<file path="src/rtl/hall_call_pkg.sv">
// Shared constants and helpers for the hall-call request stage.
package hall_call_pkg;

  localparam int FLOORS = 5;
  localparam int POS_W  = 3;

  // One-hot floor mask for a car position; positions past the top floor map to zero.
  function automatic logic [FLOORS-1:0] floor_onehot(input logic [POS_W-1:0] pos);
    logic [FLOORS-1:0] mask;
    mask = '0;
    for (int f = 0; f < FLOORS; f++) begin
      if (pos == POS_W'(f)) mask[f] = 1'b1;
    end
    return mask;
  endfunction

endpackage

</file>
<file path="src/rtl/hall_call_latch_btn_debounce.sv">
// Single-button front end: 2-FF synchroniser, optional debounce counter
// (HALL_CALL_DEBOUNCE_EN), and a one-cycle press pulse on the clean rising level.
module btn_debounce #(
  parameter int DEBOUNCE_CYCLES = 4,
  parameter int CNT_W           = 3
) (
  input  logic clk,
  input  logic reset,
  input  logic btn_raw,
  output logic press
);

  logic sync1;
  logic sync2;
  logic stable;
  logic prev_stable;

`ifdef HALL_CALL_DEBOUNCE_EN
  logic [CNT_W-1:0] cnt;

  always_ff @(posedge clk) begin
    if (reset) begin
      sync1       <= 1'b0;
      sync2       <= 1'b0;
      stable      <= 1'b0;
      prev_stable <= 1'b0;
      cnt         <= '0;
    end else begin
      sync1       <= btn_raw;
      sync2       <= sync1;
      prev_stable <= stable;
      if (sync2 == stable) begin
        cnt <= '0;
      end else if (cnt == CNT_W'(DEBOUNCE_CYCLES - 1)) begin
        stable <= sync2;
        cnt    <= '0;
      end else begin
        cnt <= cnt + CNT_W'(1);
      end
    end
  end
`else
  // No counter in this build; the parameters only shape the configuration check.
  if (DEBOUNCE_CYCLES < 1 || CNT_W < 1) begin : g_unused_cfg
  end

  always_ff @(posedge clk) begin
    if (reset) begin
      sync1       <= 1'b0;
      sync2       <= 1'b0;
      stable      <= 1'b0;
      prev_stable <= 1'b0;
    end else begin
      sync1       <= btn_raw;
      sync2       <= sync1;
      stable      <= sync2;
      prev_stable <= stable;
    end
  end
`endif

  // Only the rising edge of the clean level is a press; releases are ignored.
  assign press = stable & ~prev_stable;

endmodule

</file>
<file path="src/rtl/hall_call_latch.sv">
// Hall-call request stage: per-floor debounced buttons feed a pending lamp mask and
// one-cycle floor_req pulses. Debounce counters exist only with HALL_CALL_DEBOUNCE_EN.
module hall_call_latch #(
  parameter int FLOORS          = hall_call_pkg::FLOORS,
  parameter int POS_W           = hall_call_pkg::POS_W,
  parameter int DEBOUNCE_CYCLES = 4,
  parameter int CNT_W           = 3
) (
  input  logic              clk,
  input  logic              reset,
  input  logic [FLOORS-1:0] btn_raw,
  input  logic [POS_W-1:0]  floor_pos,
  input  logic              door_open,
  output logic [FLOORS-1:0] floor_req,
  output logic [FLOORS-1:0] pending
);

  import hall_call_pkg::*;

  logic [FLOORS-1:0] press;
  logic [FLOORS-1:0] serve;

  for (genvar f = 0; f < FLOORS; f++) begin : g_floor
    btn_debounce #(
      .DEBOUNCE_CYCLES(DEBOUNCE_CYCLES),
      .CNT_W          (CNT_W)
    ) u_btn (
      .clk    (clk),
      .reset  (reset),
      .btn_raw(btn_raw[f]),
      .press  (press[f])
    );
  end

  assign serve = door_open ? floor_onehot(floor_pos) : '0;

  // Service beats a same-cycle press; a press on an already-lit floor is swallowed.
  always_ff @(posedge clk) begin
    if (reset) begin
      pending   <= '0;
      floor_req <= '0;
    end else begin
      floor_req <= press & ~pending & ~serve;
      pending   <= (pending | press) & ~serve;
    end
  end

endmodule

</file>
<file path="config.mk">
export PLATFORM = sky130hd
export DESIGN_NAME = hall_call_latch
export DESIGN_NICKNAME = d
export VERILOG_FILES = /design/src/rtl/hall_call_pkg.sv /design/src/rtl/hall_call_latch_btn_debounce.sv /design/src/rtl/hall_call_latch.sv
export SDC_FILE = /design/constraint.sdc
export NUM_CORES = 1
export LEC_CHECK = 0
export CORE_ASPECT_RATIO = 0.5
export CORE_MARGIN = 3
export CORE_UTILIZATION = 29
export CTS_BUF_LIST = sky130_fd_sc_hd__clkbuf_16
export DETAILED_ROUTE_END_ITERATION = 10
export REMOVE_ABC_BUFFERS = 1
export SETUP_SLACK_MARGIN = 0.02
export SLEW_MARGIN = 10
export SYNTH_ARGS = -nofsm -noshare
export SYNTH_HDL_FRONTEND = slang
export SYNTH_SLANG_ARGS = --single-unit
</file>
<file path="constraint.sdc">
create_clock -name clk -period 1.09 [get_ports clk]
set_clock_uncertainty 0.1 [all_clocks]
set_input_delay 0.218 -clock clk [delete_from_list [all_inputs] [get_ports clk]]
set_output_delay 0.218 -clock clk [all_outputs]
set_load 0.1 [all_outputs]
</file>
==> impl_metrics.csv <==
group,metric,value,unit
route,route.detailed.drc,0,
critical_path,critPathBufInv,1,
sta,timing_worst_slew_pin_value,346,ps
cts,numClockSinks,30,
yosys,seq_area_frac_synth,0.633,
place,gp_congestion,0.637,
critical_path,timing.setup.critical_path_class,"reg -> out",
outcome,failed_checks,"setup timing",
critical_path,setup.worst_path.end_class,"output pin",
global_routing,grtUsageTotal,0.0917,
worst_hold_path,hold_path_depth,1,
cts,clkTransAtPathRegs,50,ps
critical_path,critical_path.slowest_cell,"sky130_fd_sc_hd__dfxtp_4",
cts,clock_path_buffers,2,
cells_and_area,final_layout_size_suffix_gt1_frac,0.420,
yosys,synth_area_leader_cell,"sky130_fd_sc_hd__dfxtp_1",
cts,cts.hold.buffers_added,0,
place,placedCellCount,137,
global_routing,grt_pass1_vias,606,
route,route.final.wire_length,1.49,mm
cts,tritoncts,"built",
critical_path,timing.critical_path.fanout_max,2,
floorplanning,die_y,46.4,µm
power_and_ir_drop,p_per_area,1680,nW/µm²
sta,final-hold-violation-count,0,
floorplanning,fp.dieArea,4030,µm²
global_routing,grt_max_degree,12,
critical_path,startpoint_type,"register",
critical_path,cp_data_arrival_time,780,ps
global_routing,number_of_antenna_violations_at_the_first_check_in_global_routing,0,
critical_path,critPathMaxStageDelay,350,ps
cells_and_area,fill_count,241,
critical_path,worst-path-stages,1,
yosys,count_of_flip_flops_with_a_built_in_enable_after_synthesis,0,
route,detailedRoute.firstIterationViolations,13,
critical_path,rr_worst_depth,2,
yosys,syn_avg_cell_area,12.2,µm²
sta,fmax,907,MHz
cells_and_area,layoutNonFillerInstCount,149,
route,wirelength_per_cell,9.99,µm
cts,numCtsBuffers,5,
yosys,yosysTopAreaCellShare,0.633,
cells_and_area,num-nets-final,123,
place,place_hpwl,1.06,mm
route,vias_per_cell,4.24,
yosys,postSynthRegisterBits,30,
cts,h-tree-depth,2,
floorplanning,initial_utilization,0.333,
sta,period_share,1.01,
place,placement.io_buffers,20,
floorplanning,io_pins,21,
floorplanning,die-width,86.9,µm
route,drtAntennaViolNets,0,
sta,crit_path_setup_slack_layout,-12.4,ps
sta,timing.final.max_slew_violations,0,
power_and_ir_drop,vdd_ir_drop_max,0.848,mV
place,pre_cts_ws,-466,ps
sta,setup_violations,5,
global_routing,grt_first_pass_wirelength,2.62,mm
critical_path,timing.critical_path.max_delay_family,"flip-flops",
power_and_ir_drop,p_leak,0.625,nW
yosys,synth.area.top_cells,"sky130_fd_sc_hd__dfxtp_1, sky130_fd_sc_hd__nor2b_1, sky130_fd_sc_hd__nand2b_1",
job,max_cap_viol_count,0,
floorplanning,core_area,2850,µm²
floorplanning,fp-row-count,13,
global_routing,total_overflow_reported_by_the_global_router,0,
sta,finalWorstPathRequiredPeriod,1100,ps
critical_path,critical_path_required,770,ps
cts,cts.root.buffer_cell,"sky130_fd_sc_hd__clkbuf_16",
sta,maxSlewHeadroom,0.768,
outcome,outcome,"finished, violations left",
cells_and_area,area_growth_syn_to_layout,61.9,%
yosys,syn-instance-count,78,
yosys,synth_async_sr_flop_share,0,
route,count_of_vias_placed_by_the_detailed_router,632,
yosys,synth-main-ff-cell,"sky130_fd_sc_hd__dfxtp_1",
yosys,yosysUniqueCellTypes,19,
sta,unrepaired_setup_endpoints_after_global_routing,"yes",
critical_path,crit_chain,"buf_12",
yosys,synth_area,948,µm²
cells_and_area,n_antenna_cell,0,
yosys,warnings_synthesis,0,
worst_hold_path,worstHoldPathType,"reg -> reg",
route,dr.pass1.iters,2,
cts,clock_insertion_delay_worst_skew,260,ps
routing by layer:
metal,vias up,share of wire,track usage
li1,325,-,-
met1,283,0.47,0.0988
met2,17,0.42,0.137
met3,7,0.071,0.0429
met4,0,0.037,0.0839
met5,-,0,0
where the power goes:
group          leakage (nW)  switching [mW]  internal, mW
registers             0.251          0.0135          1.13
logic                 0.302           0.122         0.113
clock network        0.0723           0.397         0.809
total                 0.625           0.532          2.05
cells in the final DEF, fill, tap and decap left out, drive strengths merged:
cell type / count
dfxtp: 30
nor2b: 20
buf: 20
nand2b: 5
clkbuf: 5
clkdlybuf4s50: 5
dlygate4sd2: 5
inv: 4
nor3: 3
or3b: 3
a21oi: 3
a211oi: 2
nor4: 2
nor4bb: 2
nor4b: 1
and4b: 1
and4bb: 1
Yosys cell counts, types with 2 or more instances:
library cell / count
sky130_fd_sc_hd__a211oi_1: 2
sky130_fd_sc_hd__nor2b_1: 20
sky130_fd_sc_hd__dfxtp_1: 30
sky130_fd_sc_hd__nand2b_1: 5
sky130_fd_sc_hd__or3b_4: 2
sky130_fd_sc_hd__nor4_1: 2
sky130_fd_sc_hd__nor3_2: 2
sky130_fd_sc_hd__inv_1: 2
sky130_fd_sc_hd__nor4bb_1: 2
sky130_fd_sc_hd__a21oi_2: 2
through the flow:
step	area (µm²)	TNS, ps	util	power, mW	hold WS [ps]
after floorplan	928	-4310	-	1.27	190
after global placement	1310	-7530	0.461	1.39	316
after detailed placement	1310	-8420	0.461	1.39	320
after CTS	1530	-129	0.538	2.63	333
after global routing	1540	-285	0.539	2.70	343
final	1540	-51.9	0.539	2.58	332
state kept, by name, indices dropped and copies added, names as in the netlist:
| signal | count |
|---|---|
| floor_req | 5 |
| g_floor.u_btn.sync2 | 5 |
| pending | 5 |
| g_floor.u_btn.stable | 5 |
| g_floor.u_btn.sync1 | 5 |
| g_floor.u_btn.prev_stable | 5 |
what timing repair did:
item                                    in CTS  in global routing
endpoints found under the setup margin      20                 11
pin swaps                                    2                  0
gates resized for setup                     24                  1
buffers inserted                             5                  0
cells by family (layout without fill, tap and decap cells):
family,after synthesis,count (layout),synth area share
AO/OA/AOI/OAI,5,5,0.0396
buffers and inverters,5,39,0.0290
flip-flops,30,30,0.633
AND/OR/NAND/NOR,38,38,0.298
layout make-up:
type                       instances  area [µm²]  share of cell area
inverter                           2        7.51             0.00489
clock inverter                     2        7.51             0.00489
timing repair buffer              30         373               0.243
tap                               37        46.3              0.0302
sequential                        30         623               0.406
multi-input combinational         43         353               0.230
clock buffer                       5         125              0.0815
final timing paths:
| path | endpoint | slack (ps) | from |
|---|---|---|---|
| min | g_floor[3].u_btn.sync2 | 330 | g_floor[3].u_btn.sync1 |
| max reg2reg | floor_req[1] | 70 | g_floor[1].u_btn.prev_stable |
| max | pending[2] | -10 | pending[2] |
| min reg2reg | g_floor[3].u_btn.sync2 | 330 | g_floor[3].u_btn.sync1 |
Power figures use the tool's default switching activity.
